$ cat config.mk
export PLATFORM = sky130hd
export DESIGN_NAME = spmv_row_mac_flat
export DESIGN_NICKNAME = d
export VERILOG_FILES = /design/src/rtl/spmv_row_mac_if.sv /design/src/rtl/spmv_row_mac.sv /design/src/flat_wrapper.sv
export SDC_FILE = /design/constraint.sdc
export NUM_CORES = 1
export LEC_CHECK = 0
export BUFFER_PORTS_ARGS = -buffer_cell sky130_fd_sc_hd__buf_4
export CORE_MARGIN = 4
export CORE_UTILIZATION = 60
export DETAILED_ROUTE_END_ITERATION = 10
export PLACE_DENSITY = 0.9
export SLEW_MARGIN = 20
export SYNTH_ARGS = -nofsm -noshare
export SYNTH_HDL_FRONTEND = slang
export SYNTH_SLANG_ARGS = --single-unit
$ cat constraint.sdc
create_clock -name i_clk -period 16.62 [get_ports i_clk]
set_clock_uncertainty 0.05 [all_clocks]
set_input_delay 2.493 -clock i_clk [delete_from_list [all_inputs] [get_ports i_clk]]
set_output_delay 2.493 -clock i_clk [all_outputs]
set_load 0.02 [all_outputs]
$ cat src/rtl/spmv_row_mac_if.sv
// Handshake and data bundle between the SRAM0 reader / result sink and spmv_row_mac.
// master drives the row, beat and result-ready signals; slave is the MAC stage.
interface spmv_row_mac_if #(
    parameter int unsigned DATA_W  = 16,
    parameter int unsigned VEC_LEN = 16,
    parameter int unsigned ACC_W   = 40
);
    localparam int unsigned NnzW = $clog2(VEC_LEN + 1);
    localparam int unsigned ColW = $clog2(VEC_LEN);

    logic                        i_start;
    logic [NnzW-1:0]             i_nnz;
    logic [VEC_LEN*DATA_W-1:0]   i_in_vector;
    logic                        i_val_valid;
    logic [DATA_W-1:0]           i_mat_val;
    logic [ColW-1:0]             i_col_idx;
    logic                        o_val_ready;
    logic [ACC_W-1:0]            o_result;
    logic                        o_result_valid;
    logic                        i_result_ready;
    logic                        o_busy;
    logic [1:0]                  o_state;

    modport master (
        output i_start,
        output i_nnz,
        output i_in_vector,
        output i_val_valid,
        output i_mat_val,
        output i_col_idx,
        output i_result_ready,
        input  o_val_ready,
        input  o_result,
        input  o_result_valid,
        input  o_busy,
        input  o_state
    );

    modport slave (
        input  i_start,
        input  i_nnz,
        input  i_in_vector,
        input  i_val_valid,
        input  i_mat_val,
        input  i_col_idx,
        input  i_result_ready,
        output o_val_ready,
        output o_result,
        output o_result_valid,
        output o_busy,
        output o_state
    );
endinterface

$ cat src/rtl/spmv_row_mac.sv
// SpMV row multiply-accumulate: snapshots the input vector at row start, sums value*vec[col]
// over the row's non-zeros and hands off the sum. Define SPMV_MAC_SAT_EN for a 32-bit clamp.
module spmv_row_mac #(
    parameter int unsigned DATA_W  = 16,
    parameter int unsigned VEC_LEN = 16,
    parameter int unsigned ACC_W   = 40
) (
    input logic           i_clk,
    input logic           i_rst,
    spmv_row_mac_if.slave bus
);
    localparam int unsigned NnzW  = $clog2(VEC_LEN + 1);
    localparam int unsigned ProdW = 2 * DATA_W;
    localparam int unsigned SatW  = 32;

    typedef enum logic [1:0] {
        StIdle  = 2'b00,
        StAccum = 2'b01,
        StOut   = 2'b10
    } state_e;

    state_e                    state_q, state_d;
    logic [VEC_LEN*DATA_W-1:0] vec_snap_q, vec_snap_d;
    logic [NnzW-1:0]           nnz_q, nnz_d;
    logic [NnzW-1:0]           beat_cnt_q, beat_cnt_d;
    logic [ACC_W-1:0]          acc_q, acc_d;

    logic [NnzW-1:0]           nnz_eff;
    logic [DATA_W-1:0]         vec_elem [VEC_LEN];
    logic signed [ProdW-1:0]   prod;
    logic [ACC_W-1:0]          prod_ext;
    logic                      beat_accept;
    logic                      last_beat;
    logic [ACC_W-1:0]          result;

    // Counts above the vector length cannot address distinct columns; clamp them.
    assign nnz_eff = (bus.i_nnz > NnzW'(VEC_LEN)) ? NnzW'(VEC_LEN) : bus.i_nnz;

    for (genvar k = 0; k < VEC_LEN; k++) begin : g_elem
        assign vec_elem[k] = vec_snap_q[k*DATA_W +: DATA_W];
    end

    assign prod        = $signed(bus.i_mat_val) * $signed(vec_elem[bus.i_col_idx]);
    assign prod_ext    = {{(ACC_W - ProdW){prod[ProdW-1]}}, prod};
    assign beat_accept = (state_q == StAccum) && bus.i_val_valid;
    assign last_beat   = (beat_cnt_q == nnz_q - NnzW'(1));

    always_comb begin
        state_d    = state_q;
        vec_snap_d = vec_snap_q;
        nnz_d      = nnz_q;
        beat_cnt_d = beat_cnt_q;
        acc_d      = acc_q;
        unique case (state_q)
            StIdle: begin
                if (bus.i_start) begin
                    vec_snap_d = bus.i_in_vector;
                    nnz_d      = nnz_eff;
                    beat_cnt_d = '0;
                    acc_d      = '0;
                    state_d    = (nnz_eff == '0) ? StOut : StAccum;
                end
            end
            StAccum: begin
                if (beat_accept) begin
                    acc_d      = acc_q + prod_ext;
                    beat_cnt_d = beat_cnt_q + NnzW'(1);
                    if (last_beat) begin
                        state_d = StOut;
                    end
                end
            end
            StOut: begin
                if (bus.i_result_ready) begin
                    state_d = StIdle;
                end
            end
            default: state_d = StIdle;
        endcase
    end

    always_ff @(posedge i_clk) begin
        if (i_rst) begin
            state_q    <= StIdle;
            vec_snap_q <= '0;
            nnz_q      <= '0;
            beat_cnt_q <= '0;
            acc_q      <= '0;
        end else begin
            state_q    <= state_d;
            vec_snap_q <= vec_snap_d;
            nnz_q      <= nnz_d;
            beat_cnt_q <= beat_cnt_d;
            acc_q      <= acc_d;
        end
    end

`ifdef SPMV_MAC_SAT_EN
    logic acc_in_range;

    // In range when every bit from the 32-bit sign position upward agrees.
    assign acc_in_range = (&acc_q[ACC_W-1:SatW-1]) | ~(|acc_q[ACC_W-1:SatW-1]);

    always_comb begin
        result = acc_q;
        if (!acc_in_range) begin
            if (acc_q[ACC_W-1]) begin
                result = {{(ACC_W - SatW + 1){1'b1}}, {(SatW - 1){1'b0}}};
            end else begin
                result = {{(ACC_W - SatW + 1){1'b0}}, {(SatW - 1){1'b1}}};
            end
        end
    end
`else
    assign result = acc_q;
`endif

    // All outputs decode registered state only, so no input reaches them combinationally.
    assign bus.o_val_ready    = (state_q == StAccum);
    assign bus.o_result_valid = (state_q == StOut);
    assign bus.o_result       = result;
    assign bus.o_busy         = (state_q != StIdle);
    assign bus.o_state        = state_q;
endmodule

$ cat src/flat_wrapper.sv
// flat-port wrapper written by rule: the top's interface ports become plain ports
module spmv_row_mac_flat 
#(
    parameter int unsigned DATA_W  = 16,
    parameter int unsigned VEC_LEN = 16,
    parameter int unsigned ACC_W   = 40
)
  (i_clk, i_rst, bus_i_start, bus_i_nnz, bus_i_in_vector, bus_i_val_valid, bus_i_mat_val, bus_i_col_idx, bus_i_result_ready, bus_o_val_ready, bus_o_result, bus_o_result_valid, bus_o_busy, bus_o_state);
  spmv_row_mac_if #(.DATA_W(DATA_W), .VEC_LEN(VEC_LEN), .ACC_W(ACC_W)) bus_i ();
  input logic i_clk;
  input logic i_rst;
  input wire logic [$bits(bus_i.i_start)-1:0] bus_i_start;
  input wire logic [$bits(bus_i.i_nnz)-1:0] bus_i_nnz;
  input wire logic [$bits(bus_i.i_in_vector)-1:0] bus_i_in_vector;
  input wire logic [$bits(bus_i.i_val_valid)-1:0] bus_i_val_valid;
  input wire logic [$bits(bus_i.i_mat_val)-1:0] bus_i_mat_val;
  input wire logic [$bits(bus_i.i_col_idx)-1:0] bus_i_col_idx;
  input wire logic [$bits(bus_i.i_result_ready)-1:0] bus_i_result_ready;
  output wire logic [$bits(bus_i.o_val_ready)-1:0] bus_o_val_ready;
  output wire logic [$bits(bus_i.o_result)-1:0] bus_o_result;
  output wire logic [$bits(bus_i.o_result_valid)-1:0] bus_o_result_valid;
  output wire logic [$bits(bus_i.o_busy)-1:0] bus_o_busy;
  output wire logic [$bits(bus_i.o_state)-1:0] bus_o_state;
  assign bus_i.i_start = bus_i_start;
  assign bus_i.i_nnz = bus_i_nnz;
  assign bus_i.i_in_vector = bus_i_in_vector;
  assign bus_i.i_val_valid = bus_i_val_valid;
  assign bus_i.i_mat_val = bus_i_mat_val;
  assign bus_i.i_col_idx = bus_i_col_idx;
  assign bus_i.i_result_ready = bus_i_result_ready;
  assign bus_o_val_ready = bus_i.o_val_ready;
  assign bus_o_result = bus_i.o_result;
  assign bus_o_result_valid = bus_i.o_result_valid;
  assign bus_o_busy = bus_i.o_busy;
  assign bus_o_state = bus_i.o_state;
  spmv_row_mac #(.DATA_W(DATA_W), .VEC_LEN(VEC_LEN), .ACC_W(ACC_W)) u_core (.i_clk(i_clk), .i_rst(i_rst), .bus(bus_i));
endmodule
=== Word level (Yosys, flattened, before mapping) ===
Index checks and enable logic that the tools add are counted.

* Register bits after elaboration: 308
* Input bits: 286
* Output and inout bits: 45
* Word-level logic and storage cells: 43

* $add $sub $neg: 3
* Multipliers: 1
* Magnitude comparators: 2
* Equality and inequality tests: 7
* Multiplexer cells: 16
* Bitwise operators: 1
* Reductions and logical operators: 8

{| class="wikitable"
|+ Operator list
! cell !! number
|-
| $mux W40 || 2
|-
| $pmux W40 S2 || 1
|-
| $bmux W16 S4 || 1
|-
| $add A40 B40 Y40 || 1
|-
| $mul A16 B16 Y32 || 1
|-
| $mux W16 || 2
|-
| $mux W5 || 3
|-
| $mux W2 || 5
|-
| $pmux W5 S2 || 1
|-
| $pmux W2 S3 || 1
|-
| $add A5 B1 Y5 const B || 1
|-
| $eq A5 B5 Y1 || 1
|-
| $ge A5 B5 Y1 const B || 1
|-
| $gt A5 B5 Y1 const B || 1
|-
| $logic_not A5 Y1 || 1
|-
| $not A4 Y5 || 1
|-
| $sub A5 B1 Y5 const B || 1
|-
| $ne A2 B1 Y1 const B || 2
|-
| $ne A2 B2 Y1 const B || 2
|-
| $reduce_and A4 Y1 || 1
|-
| $reduce_bool A2 Y1 || 2
|-
| $reduce_and A3 Y1 || 1
|-
| $eq A2 B1 Y1 const B || 1
|-
| $eq A2 B2 Y1 const B || 1
|-
| other kinds (3) || 3
|}

=== Longest topological paths before layout ===
Gate-level depths: netlist of run 1.

* Depth after elaboration: 8
* Depth in mapped cells: 40

=== Least setup slack after synthesis of run 1 ===
Ideal clock, no wire load.

* Kind: input port to flip-flop
* Start point: input bus_i_col_idx[0]
* End point: register u_core.acc_q[39] (netlist: u_core.bus.o_result[39])
* Library setup time: 123 ps
* Data arrival time: 11544 ps
* Required time: 16447 ps
* Setup slack: 4903 ps
* Stages: 37
* Path buffers: 5
* Cell sequence: buf_4 buf_4 buf_2 mux4_2 mux4_2 clkbuf_1 nand2_1 fa_1 fa_1 inv_1 fa_1 fa_1 fa_1 inv_1 fa_1 inv_1 ha_1 a21o_1 a21oi_1 a21boi_0 o31ai_1 o21ai_1 o41a_1 a311o_1 a21oi_1 xnor2_1 ha_1 clkbuf_2 nand3_1 or3_1 or2_2 o211a_1 o221ai_1 a21oi_1 xor2_1 a21oi_1 o22ai_1

* Word-level cells in the longest chain between the ends: 8

{| class="wikitable"
|+ Ends and longest elaborated chain
! item !! line !! RTL
|-
| start, declared || flat_wrapper.sv:17 || <nowiki>input wire logic [$bits(bus_i.i_col_idx)-1:0] bus_i_col_idx;</nowiki>
|-
| $not A4 Y5 (implied by the code) || spmv_row_mac.sv:43 || <nowiki>assign prod = $signed(bus.i_mat_val) * $signed(vec_elem[bus.i_col_idx]);</nowiki>
|-
| $bmux W16 S4 || spmv_row_mac.sv:43 ||
|-
| $mux W16 (implied by the code) (2 in series) || spmv_row_mac.sv:43 ||
|-
| $mul A16 B16 Y32 || spmv_row_mac.sv:43 ||
|-
| $add A40 B40 Y40 || spmv_row_mac.sv:66 || <nowiki>acc_d = acc_q + prod_ext;</nowiki>
|-
| $mux W40 || spmv_row_mac.sv:65 || <nowiki>if (beat_accept) begin</nowiki>
|-
| $pmux W40 S2 || spmv_row_mac.sv:54 || <nowiki>unique case (state_q)</nowiki>
|-
| end signal, assigned || spmv_row_mac.sv:88 || <nowiki>acc_q <= '0;</nowiki>
|-
| end signal, assigned || spmv_row_mac.sv:94 || <nowiki>acc_q <= acc_d;</nowiki>
|-
| end, declared || spmv_row_mac.sv:26 || <nowiki>logic [ACC_W-1:0] acc_q, acc_d;</nowiki>
|}

Every way passes these cells. The select of a mux whose other input is x is not followed.
A chain may end at the register's enable or synchronous reset.

=== Worst setup path in the final report of run 1 ===
* Start point: input bus_i_col_idx[0]
* End point: register u_core.acc_q[38] (netlist: u_core.bus.o_result[38])

The elaborated chain is that of the path after synthesis.

==> impl_results.md, run 1 <==
- Final-layout fill cell count: 2,859
- Final-report hold violation count: 0
- CTS HTree Levels: 2
- DP Wirelength: 54,100 µm
- Cell Area, Placed: 0.0269 mm²
- Fin crit period: 12.58 ns
- CTS tree: built
- Reg power frac: 0.176
- Number of distinct library cells after synthesis: 75
- Initial antenna violation count: 2
- Syn Area/Cell: 8.80 µm²
- Commonest non-fill, non-tap cell in the layout: nand2_1
- I/O pin total: 331
- GR Util All Layers: 0.323
- IO Port Bufs: 330
- Multiplexer area fraction after synthesis: 0.0747
- Worst setup path category: input port to register
- Maxcap violations: 0
- CTS buffer count: 34
- Most numerous cell on the critical path: fa_1
- Compound-Gate Fraction of Synth Area: 0.119
- Root Driver: clkbuf_16
- Vias in the first global route: 22,200
- Rows: 73
- Post-Synth XOR/XNOR Area: 0.0288
- Crit Path Max Fanout: 44
- Critical Path AT: 12.97 ns
- Die ar.: 0.0437 mm²
- Commonest cells after routing, fill and taps aside: 647 x nand2_1, 339 x buf_4, 318 x a21oi_1
- RSZ-0062 raised after global routing: false
- Max Root-Sink Buffers: 3
- Max_slew headroom: 0.254
- Final period util: 0.757
- PwrDens: 182 mW/mm²
- Vias per cell: 5.95
- Final ANT Viol Nets: 0
- CTS sink cnt: 308
- Final Net Count: 3,655
- Slowest stage delay, CP: 0.74 ns
- P_int: 0.00268 W
- Dominant synthesized flop cell: dfxtp_1
- Post-CTS setup buffer count: 0
- Core area: 0.0398 mm²
- Remaining Overflow, GRT: 0
- Yosys Warn Count: 0
- CP endpoint kind: register
- Drt first pass iters: 7
- Post-Syn Nets: 3,431
- EDFF count, synth: 0
- Via Count: 21,000
- First-pass GRT wire length: 114,000 µm
- Clock slew at reported path FFs: 0.06 ns
- Share of layout cells above drive strength 1: 0.167
- Sw Ratio: 0.475
- Sequential cell area fraction in the yosys report: 0.254
- Ys async rst share: 0
- DRT iter0 DRCs: 2,091
- # resized after CTS: 0
- Leakage: 12.9 nW
- Status: finished clean
- Area Overhead vs Synth: 15.6%
- DRC Markers: 0
- Critical Path Source Type: input port
- Setup violators final: 0
- Final setup margin: 4.04 ns
- Largest family of logic cells by synthesized area: adder cells
- Worst VDD drop: 161 µV
- Largest net degree at the start of global routing: 112
- P_sw: 0.00242 W
- Cts hold-fix bufs: 0
- Gpl congestion: 0.923
- Final slew viol count: 0
- Final wirelength: 71,400 µm
- Pre-CTS WS: 3.57 ns
- Total negative slack: 0 ns
- Post-Synth Adder-Cell Area: 0.281
- Post-Synth Simple-Gate Area: 0.168
- Slowest CP cell: buf_4
- Die width: 209 µm
- Comb pwr share: 0.672
- Die Y: 209 µm
- Synth Instances: 2,757
- Clock Latency Late Sink: 0.55 ns
- Clock network power share: 0.152
- Post-Syn Area: 0.0243 mm²
- Slew of the pin with the lowest slew margin: 1.12 ns
- Max Fclk: 79.5 MHz
- Flops & latches, synth: 308
- Hold Path Class: register to register
- Routed length per instance: 20.2 µm
- Worst path required time: 17.02 ns
- Design Area, Final: 0.0281 mm²
- Starting Density: 0.609
per-stage QoR:
step	std cells	total power (W)	hold slack, ns	util
after floorplan	2757	0.00346	0.383	-
after global placement	3470	0.00416	0.389	0.675
after detailed placement	3470	0.00428	0.393	0.675
after CTS	3529	0.00508	0.401	0.704
after global routing	3529	0.00553	0.420	0.705
final	3530	0.00510	0.402	0.705
path summary, 6_finish.rpt:
kind                                                          start                              endpoint  slack [ns]  cells after the start
worst max-delay path                               bus_i_col_idx[0]  u_core.bus.o_result[38]$_SDFFE_PP0P_        4.04                     34
worst min-delay path            u_core.vec_snap_q[254]$_SDFFE_PP0P_   u_core.vec_snap_q[254]$_SDFFE_PP0P_        0.40                      2
worst max register to register   u_core.vec_snap_q[97]$_SDFFE_PP0P_  u_core.bus.o_result[38]$_SDFFE_PP0P_        6.91                     32
worst min register to register  u_core.vec_snap_q[254]$_SDFFE_PP0P_   u_core.vec_snap_q[254]$_SDFFE_PP0P_        0.40                      2
power by group through the flow:
stage          Clock (W)  Sequential (W)  Combinational, W
3_5_place_dp           0        0.000906           0.00337
3_3_place_gp           0        0.000902           0.00325
6_report        0.000776        0.000895           0.00343
4_1_cts         0.000780        0.000892           0.00341
5_1_grt         0.000811        0.000900           0.00382
2_1_floorplan          0        0.000916           0.00254
cell families after synthesis:
family          Yosys count
simple gates            942
compound gates          489
buf+inv                 469
fa+ha+maj               388
flops                   308
mux                      82
xor+xnor                 79
synthesized netlist by cell type (31+ instances only):
library cell,instances,share of area
mux4_2,79,0.073
o21ai_0,31,0.0064
and2_1,145,0.037
a21oi_1,318,0.066
fa_1,263,0.22
nor2_1,73,0.011
ha_1,125,0.064
xnor2_1,60,0.022
clkbuf_1,135,0.021
nand2_1,648,0.10
inv_1,317,0.049
dfxtp_1,308,0.25
worst max-delay path: cells and delay by family:
kind,cells,cell delay [ns]
muxes,2,1.33
AOI/OAI and AO/OA,13,3.26
buffers and inverters,6,1.30
adders and majority gates,8,3.67
and+or+nand+nor,3,0.58
xor gates and xnor gates,2,0.24
routing by layer:
layer	GRT usage	routed length, µm
met2	0.561	35900
met4	0.178	4760
met5	0	0
met3	0.0638	6050
met1	0.377	24800
flip-flops by register name, indices dropped and copies added (netlist names):
register / flops
u_core.bus.o_state: 2
u_core.nnz_q: 5
u_core.vec_snap_q: 256
u_core.bus.o_result: 40
u_core.beat_cnt_q: 5
cell type report:
class / instances / area (µm²) / share of cell area
multi-input cells: 1980 / 16300 / 0.582
clock inverters: 13 / 180 / 0.00642
clock buffers: 46 / 976 / 0.0348
inverters: 317 / 1190 / 0.0424
flip-flops and latches: 308 / 6170 / 0.220
well taps: 525 / 657 / 0.0234
diodes: 1 / 2.50 / 0.0000892
repair buffers: 340 / 2560 / 0.0912
Power figures use the tool's default switching activity.
==> run 2, diff against run 1 <==
Settings changed: CORE_UTILIZATION 60 to 54, PLACE_DENSITY 0.9 to 0.86.
Clock period 16.62 ns to 11.3 ns, I/O delays scaled along.
==> run 2 against run 1 <==
Against the previous run:
- core utilization shrank 6.8 points
- combinational power grew 48%
- die area grew 11%
- largest power group unchanged
- via count shrank 1.2%
- clock-buffer cell count grew 1
- sequential cell count is the same
- sequential share of layout area shrank 0.13 points
- critical path depth grew 2
- sequential power grew 47%
- total power grew 47%
- first-iteration DRC count grew 4.6%
- worst setup slack lost 3.5 ns
==> impl_results.md, run 2 (synthesis results as in run 1) <==
- Final-layout fill cell count: 3,574
- Largest net degree at the start of global routing: 207
- IO Port Bufs: 330
- R2R depth: 34
- Final-report hold violation count: 0
- Area of the multi-input gates: 0.0163 mm²
- Starting Density: 0.547
- Slowest stage delay, CP: 0.68 ns
- Total negative slack: 0 ns
- RSZ-0062 raised after global routing: false
- CP endpoint kind: register
- Vias in the first global route: 21,400
- Drt first pass iters: 6
- First-pass GRT wire length: 114,000 µm
- DP Wirelength: 57,200 µm
- Setup violators final: 0
- Maxcap violations: 0
- # resized after CTS: 0
- Reg-to-reg setup timing slack: 1.75 ns
- Worst VDD drop: 242 µV
- Critical Path AT: 11.14 ns
- Max_slew headroom: 0.315
- Share of layout cells above drive strength 1: 0.170
- Post-CTS setup buffer count: 0
- Most numerous cell on the critical path: fa_1
- Crit Path Max Fanout: 20
- Ant diodes: 0
- Slowest CP cell: mux4_2
- Levels on crit path: 36
- Clock Latency Late Sink: 0.55 ns
- Final slew viol count: 0
- Hold Path Stages: 2
- CTS buffer count: 34
- Sw Ratio: 0.476
- Finished Layout Cells: 3,612
- Clock network power share: 0.144
- Max reg flops: 256
- Via Count: 20,800
- Max Root-Sink Buffers: 3
- Reg power frac: 0.176
- Clock slew at reported path FFs: 0.06 ns
- Die ar.: 0.0484 mm²
- Leakage: 12.9 nW
- Routed length per instance: 20.2 µm
- Comb pwr share: 0.680
- Area Overhead vs Synth: 16.4%
- Most flop-heavy register: u_core.vec_snap_q
- CTS sink cnt: 308
- Final ANT Viol Nets: 0
- CTS tree: built
- Commonest non-fill, non-tap cell in the layout: nand2_1
- Placed insts: 3,554
- DRC Markers: 0
- Final Net Count: 3,672
- I/O pin total: 331
- Worst setup path category: input port to register
- Slew of the pin with the lowest slew margin: 1.03 ns
- Rows: 77
- Die width: 220 µm
- Vias per cell: 5.75
- Tot Pwr: 0.00748 W
- PwrDens: 265 mW/mm²
- P_sw: 0.00356 W
- Fin crit period: 10.77 ns
- Critical Path Source Type: input port
- P_int: 0.00392 W
- CP Buf/Inv Count: 6
- Critical path's top delay family: adder cells
- Max Fclk: 92.9 MHz
- Die Y: 220 µm
- FF+latch area: 0.00617 mm²
- Core area: 0.0443 mm²
- Root Driver: clkbuf_16
- CTS HTree Levels: 2
- Status: finished clean
- Final period util: 0.953
- Cts hold-fix bufs: 0
- Hold Path Class: register to register
- Initial antenna violation count: 0
- GR Util All Layers: 0.299
- Final wirelength: 73,000 µm
- Remaining Overflow, GRT: 0
- Worst path required time: 11.67 ns
- Commonest cells after routing, fill and taps aside: 647 x nand2_1, 352 x buf_4, 318 x a21oi_1
- Gpl congestion: 0.975
- DRT iter0 DRCs: 2,187
==> run 2: cell types whose count changed in the layout (fill, tap and decap cells not counted), sizes merged <==
cell,change
buf,+17
bufinv,-1
clkbuf,+1
diode,-1
inv,-1
==> run 2: cell type report <==
cell class / instances / area share
Clock buffer: 47 / 0.0333
Clock inverter: 11 / 0.00439
Timing Repair Buffer: 357 / 0.0969
Inverter: 317 / 0.0422
Sequential cell: 308 / 0.218
Tap cell: 592 / 0.0262
Multi-Input combinational cell: 1980 / 0.579
==> run 2: final timing paths <==
| check | endpoint | start |
|---|---|---|
| min reg2reg | u_core.vec_snap_q[227]$_SDFFE_PP0P_ | u_core.vec_snap_q[227]$_SDFFE_PP0P_ |
| max reg2reg | u_core.bus.o_result[36]$_SDFFE_PP0P_ | u_core.vec_snap_q[209]$_SDFFE_PP0P_ |
| min | u_core.vec_snap_q[227]$_SDFFE_PP0P_ | u_core.vec_snap_q[227]$_SDFFE_PP0P_ |
| max | u_core.bus.o_result[36]$_SDFFE_PP0P_ | bus_i_col_idx[0] |
==> run 2: power by group through the flow <==
stage          Combinational, W  Sequential, W  Clock [W]
2_1_floorplan           0.00374        0.00135          0
3_3_place_gp            0.00483        0.00133          0
3_5_place_dp            0.00499        0.00134          0
4_1_cts                 0.00503        0.00132    0.00108
5_1_grt                 0.00564        0.00133    0.00113
6_report                0.00508        0.00132    0.00108
==> run 2: worst min-delay path, delay by kind of cell, from the launching register on <==
kind	cells	cell delay (ns)
flip-flops	1	0.31
AO/OA/AOI/OAI	1	0.05
AND/OR/NAND/NOR	1	0.05
==> run 2: stage by stage <==
stage	instance area (µm²)	worst slack, ns	util	hold slack (ns)
final	28200	0.530	0.637	0.403
after global routing	28200	0.0198	0.637	0.420
after CTS	28200	0.547	0.637	0.403
after detailed placement	27200	0.0486	0.613	0.395
after global placement	27200	0.217	0.613	0.389
after floorplan	24300	0.381	-	0.383
==> run 2: routing by layer <==
layer | GRT usage | vias to the layer above | routed length (µm)
met5 | 0 | - | 0
met4 | 0.127 | 0 | 3360
met3 | 0.0488 | 191 | 6180
met2 | 0.504 | 1102 | 35300
met1 | 0.385 | 10100 | 28100
li1 | - | 9372 | -
==> run 3, diff against run 2 <==
Settings changed: BUFFER_PORTS_ARGS -buffer_cell sky130_fd_sc_hd__buf_4 to unset, CORE_UTILIZATION 54 to 60, DONT_BUFFER_PORTS set to 1, PLACE_DENSITY 0.86 to 0.83.
Clock period 11.3 ns to 13.7 ns, I/O delays scaled along.
==> run 3 against run 2 <==
Against the previous run:
- sequential share of layout area rose by 2.3 points
- worst setup slack improved by 2.1 ns
- critical path depth fell by 2
- cell count fell by 12%
- via count fell by 7.2%
- worst hold slack got worse by 0.0014 ns
- critical endpoint is now u_core.bus.o_result[38]$_SDFFE_PP0P_
==> impl_results.md, run 3 (synthesis results as in run 1) <==
- Max_slew headroom: 0.258
- Worst setup path start: bus_i_col_idx[0]
- Most flop-heavy register: u_core.vec_snap_q
- IO Port Bufs: 0
- Share of layout cells above drive strength 1: 0.0614
- RSZ-0062 raised after global routing: false
- Starting Density: 0.609
- Die ar.: 0.0437 mm²
- CTS HTree Levels: 1
- Max Root-Sink Buffers: 3
- Final ANT Viol Nets: 0
- Clock slew at reported path FFs: 0.07 ns
- Final-report hold violation count: 0
- Slowest CP cell: mux4_2
- Initial antenna violation count: 1
- PwrDens: 236 mW/mm²
- Slowest stage delay, CP: 0.68 ns
- Critical Path Source Type: input port
- Core area: 0.0398 mm²
- Commonest non-fill, non-tap cell in the layout: nand2_1
- Crit Path Max Fanout: 64
- Critical Path AT: 11.45 ns
- Area Overhead vs Synth: 5.10%
- DP Wirelength: 53,000 µm
- Clock Latency Late Sink: 0.58 ns
- Maxcap violations: 0
- Routed length per instance: 21.2 µm
- Post-CTS setup buffer count: 0
- Die Y: 209 µm
- Fin crit period: 11.02 ns
- R2r startpoint: u_core.vec_snap_q[244]$_SDFFE_PP0P_
- DRC Markers: 0
- Sw Ratio: 0.474
- Hold Path Stages: 2
- Largest net degree at the start of global routing: 296
- Commonest cells after routing, fill and taps aside: 647 x nand2_1, 318 x a21oi_1, 317 x inv_1
- Setup violators final: 0
- Max reg flops: 256
- DRT iter0 DRCs: 1,389
- RR Endpoint: u_core.bus.o_result[38]$_SDFFE_PP0P_
- Status: finished clean
- Final period util: 0.805
- Most numerous cell on the critical path: fa_1
- Vias per cell: 6.03
- Worst path required time: 14.13 ns
- Rows: 73
- Final slew viol count: 0
- Worst setup path category: input port to register
- First-pass GRT wire length: 107,000 µm
- Clock network power share: 0.152
- Leakage: 11.2 nW
- CP endpoint kind: register
- Hold Path Class: register to register
- Final-layout fill cell count: 3,212
- Cts hold-fix bufs: 0
- Total negative slack: 0 ns
- Worst VDD drop: 212 µV
- Root Driver: clkbuf_16
- Remaining Overflow, GRT: 0
- Reg power frac: 0.190
- Hold_sp: u_core.vec_snap_q[41]$_SDFFE_PP0P_
- Gpl congestion: 0.957
- Via Count: 19,300
- Die width: 209 µm
- Tot Pwr: 0.00602 W
- P_sw: 0.00286 W
- Max Fclk: 90.7 MHz
- # resized after CTS: 0
- Vias in the first global route: 20,000
- R2R depth: 34
- CTS sink cnt: 308
- Reg-to-reg setup timing slack: 3.79 ns
- Comb pwr share: 0.658
- I/O pin total: 331
- Final Net Count: 3,319
- CTS buffer count: 31
- CTS tree: built
- P_int: 0.00317 W
- Slew of the pin with the lowest slew margin: 1.11 ns
- Final wirelength: 67,700 µm
- Hold EP: u_core.vec_snap_q[41]$_SDFFE_PP0P_
- GR Util All Layers: 0.303
- Drt first pass iters: 7
==> run 3: stage by stage <==
step / setup slack, ns / cell area [µm²] / utilization / std cells / hold slack, ns
finish: 2.68 / 25500 / 0.640 / 3195 / 0.402
global route: 2.26 / 25500 / 0.640 / 3195 / 0.422
CTS: 2.86 / 25500 / 0.640 / 3194 / 0.399
detailed placement: 2.25 / 24400 / 0.612 / 3137 / 0.394
global placement: 2.61 / 24400 / 0.612 / 3137 / 0.384
floorplan: 2.42 / 24300 / - / 2757 / 0.383
==> run 3: layout make-up <==
cell class                      instances  area (µm²)  share of cell area
Inverter                              317        1190              0.0467
Clock buffer                           43         871              0.0342
Tap cell                              525         657              0.0258
Timing Repair Buffer                    7        56.3             0.00221
Clock inverter                         14         230             0.00903
Multi-Input combinational cell       1980       16300               0.640
Sequential cell                       308        6170               0.242
Antenna cell                            1        2.50           0.0000981
==> run 3: worst max-delay path, delay by kind of cell <==
family,cells,cell delay [ns]
mux,2,1.18
simple gates,3,0.61
compound gates,15,3.54
xor+xnor,2,0.25
fa+ha+maj,8,3.61
buf+inv,4,0.20
==> run 3: worst max path at each step <==
stage	to	slack, ns	cells past startpoint
after floorplan	u_core.bus.o_result[39]$_SDFFE_PP0P_	2.42	37
after global placement	u_core.bus.o_result[36]$_SDFFE_PP0P_	2.61	34
after detailed placement	u_core.bus.o_result[38]$_SDFFE_PP0P_	2.25	34
after CTS	u_core.bus.o_result[38]$_SDFFE_PP0P_	2.86	34
after global routing	u_core.bus.o_result[38]$_SDFFE_PP0P_	2.26	34
final	u_core.bus.o_result[38]$_SDFFE_PP0P_	2.68	34
==> run 3: layer usage <==
| metal | share of wire | global-route usage | vias up |
|---|---|---|---|
| met2 | 0.50 | 0.518 | 906 |
| met1 | 0.35 | 0.353 | 9486 |
| li1 | - | - | 8681 |
| met4 | 0.066 | 0.167 | 0 |
| met3 | 0.087 | 0.0715 | 195 |
| met5 | 0 | 0 | - |
==> run 3: power by group through the flow <==
| stage | registers, W | clock network, W | logic [W] |
|---|---|---|---|
| after CTS | 0.00114 | 0.000916 | 0.00394 |
| final | 0.00115 | 0.000913 | 0.00397 |
| after floorplan | 0.00111 | 0 | 0.00308 |
| after global placement | 0.00116 | 0 | 0.00374 |
| after global routing | 0.00115 | 0.000955 | 0.00443 |
| after detailed placement | 0.00116 | 0 | 0.00392 |
